$ cat src/rtl/instr_queue.sv
// Instruction FIFO with a falling-edge issue register and an empty-queue bypass.
// Optional IQ_IMM_EN: registers a sign-extended AA:BA immediate alongside the fields.
module instr_queue #(
  parameter int OP_WIDTH  = 4,
  parameter int REG_WIDTH = 4,
  parameter int DEPTH     = 4,
  parameter int IMM_WIDTH = 16
) (
  input  logic                              clk,
  input  logic                              reset,
  input  logic                              IL,
  input  logic [OP_WIDTH+3*REG_WIDTH-1:0]   IR,
  input  logic                              flush,
  input  logic                              NEXT,
  output logic                              full,
  output logic                              overflow,
  output logic [$clog2(DEPTH+1)-1:0]        count,
  output logic                              valid,
  output logic [OP_WIDTH-1:0]               opcode,
  output logic [REG_WIDTH-1:0]              DA,
  output logic [REG_WIDTH-1:0]              AA,
  output logic [REG_WIDTH-1:0]              BA,
  output logic [IMM_WIDTH-1:0]              IMM
);
  localparam int W  = OP_WIDTH + 3*REG_WIDTH;
  localparam int PW = $clog2(DEPTH);
  localparam int CW = $clog2(DEPTH+1);

  logic [W-1:0]  mem [DEPTH];
  logic [PW-1:0] rd_ptr, wr_ptr;
  logic [W-1:0]  word;
  logic          advance, pop, bypass, push;
  logic [W-1:0]  nxt;

  assign full    = (count == CW'(DEPTH));
  assign advance = !valid || NEXT;
  assign pop     = advance && (count != '0);
  assign bypass  = advance && (count == '0) && IL;
  assign push    = IL && !full && !bypass && !flush;
  assign nxt     = pop ? mem[rd_ptr] : IR;

  assign {opcode, DA, AA, BA} = word;

  // Storage has no reset; occupancy is tracked solely by the pointers and count.
  always_ff @(negedge clk) begin
    if (push) mem[wr_ptr] <= IR;
  end

  always_ff @(negedge clk or posedge reset) begin
    if (reset) begin
      rd_ptr   <= '0;
      wr_ptr   <= '0;
      count    <= '0;
      valid    <= 1'b0;
      word     <= '0;
      overflow <= 1'b0;
    end else if (flush) begin
      rd_ptr   <= '0;
      wr_ptr   <= '0;
      count    <= '0;
      valid    <= 1'b0;
      word     <= '0;
      overflow <= 1'b0;
    end else begin
      overflow <= IL && full;
      if (pop)  rd_ptr <= rd_ptr + PW'(1);
      if (push) wr_ptr <= wr_ptr + PW'(1);
      case ({push, pop})
        2'b10:   count <= count + CW'(1);
        2'b01:   count <= count - CW'(1);
        default: count <= count;
      endcase
      if (pop || bypass) begin
        word  <= nxt;
        valid <= 1'b1;
      end else if (advance) begin
        valid <= 1'b0;
      end
    end
  end

`ifdef IQ_IMM_EN
  logic [IMM_WIDTH-1:0] imm_q;
  always_ff @(negedge clk or posedge reset) begin
    if (reset)                imm_q <= '0;
    else if (flush)           imm_q <= '0;
    else if (pop || bypass)   imm_q <= IMM_WIDTH'($signed(nxt[2*REG_WIDTH-1:0]));
  end
  assign IMM = imm_q;
`else
  assign IMM = '0;
`endif
endmodule

$ cat config.mk
export PLATFORM = sky130hd
export DESIGN_NAME = instr_queue
export DESIGN_NICKNAME = d
export VERILOG_FILES = /design/src/rtl/instr_queue.sv
export SDC_FILE = /design/constraint.sdc
export NUM_CORES = 1
export LEC_CHECK = 0
export CAP_MARGIN = 20
export CORE_AREA = 4 4 90 92
export DETAILED_ROUTE_END_ITERATION = 7
export DIE_AREA = 0 0 94 96
export PLACE_DENSITY = 0.79
export SYNTH_ARGS = -nofsm -noshare
export SYNTH_HDL_FRONTEND = slang
export SYNTH_SLANG_ARGS = --single-unit
$ cat constraint.sdc
create_clock -name clk -period 3.1 [get_ports clk]
set_clock_uncertainty 0.15 [all_clocks]
set_input_delay 0.93 -clock clk [delete_from_list [all_inputs] [get_ports clk]]
set_output_delay 0.93 -clock clk [all_outputs]
set_load 0.02 [all_outputs]
# --- After elaboration in Yosys (flattened, before gate mapping) ---
# Memories as Yosys holds them, arrays and structs flattened.
# Index checks and enable logic that the tools add are counted.
# W data, S select, Z words.
op_classes:
  addsub: 4
  n_eq_ne: 3
  muxes: 15
  n_reduce_logical: 20
op_table:
  columns: ["op", "n"]
  rows:
  - ["$mux W16", 3]
  - ["$reduce_bool A3 Y1", 3]
  - ["$mux W2", 4]
  - ["$logic_and A1 B1 Y1", 7]
  - ["$mux W1", 6]
  - ["$pmux W3 S2", 1]
  - ["$reduce_bool A2 Y1", 3]
  - ["$add A2 B1 Y2 const B", 2]
  - ["$logic_not A1 Y1", 4]
  - ["$add A3 B1 Y3 const B", 1]
  - ["$eq A3 B3 Y1 const B", 1]
  - ["$logic_not A3 Y1", 1]
  - ["$mux W3", 1]
  - ["$sub A3 B1 Y3 const B", 1]
  - ["$eq A2 B1 Y1 const B", 1]
  - ["$eq A2 B2 Y1 const B", 1]
  - ["$logic_or A1 B1 Y1", 2]
totals:
  ff_bits: 25
  ram_bits: 64
  input_bits: 21
  n_memories: 1
mem_list:
  columns: ["memory", "depth", "word_bits", "rd", "rd_ports_with_merged_regs", "wr", "line_no", "source"]
  rows:
  - ["mem", 4, 16, 1, 0, 1, "29", "logic [W-1:0] mem [DEPTH];"]

# --- Depth between registers and ports, before layout ---
depth:
  depth_word: 10
  depth_mapped: 10

==> metrics.txt <==
crit path launch type input port; Port Buf Inserts 42; Worst path max stage delay 0.48 ns; total wire length 8.62 mm; vias in the first global route 2,684; worst-path maximum fanout 3; All-Layer GR Usage 20.5%; Antenna Violating Nets Remaining 0; Yosys warning count 0; reg-to-reg slack, setup 0.57 ns; critical path data required time 1.58 ns; #FFs+latches synth 89; crit path DAT 2.28 ns; Num CTS Buffers 9; area delta synth->final 33.8%; Max Slew Vio Count 0; Rel. slew slack 44.1%; leading cell types in the layout, fill and taps excluded inv_1 (69), edfxtp_1 (64), buf_4 (40); grt total ovfl 0; fraction of layout instances using a drive strength above 1 30.8%; max_cap viols 0; Initial Util 54.0%; I/O pin count 59; Yosys cell types 42; Post-CTS Hold Fix Bufs 0; first-pass GRT wire length 13.5 mm; critical path class in -> reg; final hold vios 0; TritonCTS clock tree done; Netlist Area Pre-Place 3900 µm²; Core Area 7210 µm²; CP endpoint kind flop; Leak 2.31 nW; Setup WS pre-CTS -1.53 ns; Area after DPL 4520 µm²; maximum VDD drop 0.475 mV; Worst Tran Pin Value 0.839 ns; drc violations 0; Sequential cell area 2550 µm²; 1st-iter DRT viols 129; WP buf/inv 1; hold crit path type reg -> reg; Clk pin slew, worst setup/hold paths 0.07 ns; clock root cell clkbuf_8; drt via density 5.24; final instance area 5220 µm²; final setup vio count 110; area of the multi-input gates 1250 µm²; Critical-path top delay cell fa_2; cell row count 31; Final GP Congestion 0.801; die width 94 µm; NumNets Final 421; H-tree Lvls 3; syn avg cell area 15.8 µm²; crit path cell chain buf_6 -> nand2b_4 -> nand2_8 -> a31oi_4 -> fa_2 -> a311oi_2 -> o22a_1 -> a311oi_1; commonest non-fill, non-tap cell in the layout inv_1; RSZ-0062 raised after global routing true; status complete, but fails checks; routed length per instance 17.3 µm; worst skew pair latency 0.41 ns; Die ar. 9020 µm²; Detailed Place HPWL 4.99 mm; family with the most delay on the worst path compound AO/OA/AOI/OAI gates; post-route setup slack -0.696 ns; routed via count 2,614; CTS sink cnt 89; failing checks setup timing; Max clock buf depth 2; die span in y 96 µm; largest net degree at the start of global routing 33; Mapped Cells 246; sequential area share after synthesis 65.3%; initial antenna violation count 0; PD cells 868 nW/µm²; drt first pass iters 4; Filler cells 478; ant diodes 0
==> cells by family (layout without fill, tap and decap cells) <==
group / after synthesis / count (layout) / share of synthesized area (%)
flops: 89 / 89 / 65.3
buf+inv: 38 / 173 / 6.61
simple gates: 31 / 35 / 4.91
fa+ha+maj: 5 / 5 / 1.80
xor+xnor: 4 / 4 / 0.899
compound gates: 45 / 45 / 6.74
other cells: 1 / 16 / 0.0962
mux: 33 / 33 / 13.6
==> tightest hold or removal path: stages (launching register included) <==
cell and delay, ns:
dfrtn_1 0.44, o21ai_1 0.07, a21oi_1 0.11
==> cell type report <==
type / count / share of cell area, %
timing repair buffer: 87 / 15.5
inverter: 6 / 0.480
tap: 99 / 2.38
sequential: 89 / 48.8
clock inverter: 70 / 6.14
clock buffer: 10 / 2.64
multi-input combinational: 138 / 24.0
==> report_power, final <==
group,total (W),internal (W),switching [W],leakage (nW)
sequential,0.00161,0.00146,0.000150,0.904
combinational,0.00174,0.000896,0.000849,0.955
clock,0.00117,0.000521,0.000648,0.449
==> per-stage QoR <==
step | hold slack (ns) | setup TNS (ns) | instances | utilization (%) | total power (W)
floorplan | 0.352 | -48.17 | 261 | - | 0.00282
global placement | 0.350 | -134.82 | 397 | 62.7 | 0.00318
detailed placement | 0.368 | -140.05 | 397 | 62.7 | 0.00324
CTS | 0.396 | -47.88 | 489 | 71.0 | 0.00447
global route | 0.430 | -58.73 | 499 | 72.3 | 0.00482
finish | 0.392 | -55.32 | 499 | 72.3 | 0.00453
==> cell usage after synthesis <==
cell      instances  share of area, %
a21oi_1          19               2.4
a311oi_1          2              0.45
a31oi_1           1              0.16
and2_0            1              0.16
and2_1            4              0.64
and3_1            1              0.16
and3b_1           1              0.22
buf_12            1              0.51
buf_2             4              0.51
buf_4            17               3.3
buf_6             4               1.2
clkbuf_1          5              0.48
conb_1            1             0.096
dfrtn_1          25                16
edfxtp_1         64                49
fa_1              1              0.51
ha_1              4               1.3
inv_1             7              0.67
mux2i_1          17               4.4
mux4_2           16               9.2
nand2_1           1             0.096
nand2_8           1              0.51
nand2b_1          2              0.32
nand3_1           3              0.38
nor2_1            7              0.67
nor2b_1           2              0.32
nor3_1            2              0.26
nor3b_1           1              0.19
nor3b_2           1              0.32
nor4_1            1              0.16
o211a_1           1              0.26
o21a_1            1              0.19
o21a_4            1              0.38
o21ai_0           2              0.26
o21ai_1          15               1.9
o22a_1            1              0.22
o22ai_1           1              0.16
o311a_2           1              0.29
or2_2             1              0.16
or3_1             2              0.32
xnor2_1           2              0.45
xor2_1            2              0.45
==> path summary, 6_finish.rpt <==
kind                       cells past startpoint                   end                  from
max reg2reg                                   10  count[1]$_DFFE_NP0P_  count[2]$_DFFE_NP0P_
max in group asynchronous                      3  word[14]$_DFFE_NP0P_                 reset
max                                            8  count[1]$_DFFE_NP0P_                  NEXT
min                                            2   word[6]$_DFFE_NP0P_   word[6]$_DFFE_NP0P_
min in group asynchronous                      3    overflow$_DFF_NP0_                 reset
min reg2reg                                    2   word[6]$_DFFE_NP0P_   word[6]$_DFFE_NP0P_
==> sequential cells by signal, indices dropped and copies added (netlist names) <==
name,flops
count,3
word,16
rd_ptr,2
wr_ptr,2
overflow,1
valid,1
mem,64
==> metal layers <==
layer | wire [µm] | track usage, % | vias to the layer above | share of wire, %
met1 | 3450 | 24.5 | 1306 | 40
li1 | - | - | 1205 | -
met5 | 0 | 0 | - | 0
met3 | 521 | 5.39 | 8 | 6.0
met4 | 81 | 6.62 | 0 | 0.94
met2 | 4570 | 36.2 | 95 | 53
==> what timing repair did <==
action	in CTS	in global routing
buffers inserted	9	11
setup endpoints to repair	111	110
pin swaps	12	5
cloned	4	0
gates resized for setup	151	9
endpoints found under the hold margin	0	0
No activity file was read; power rests on OpenSTA's default activity.
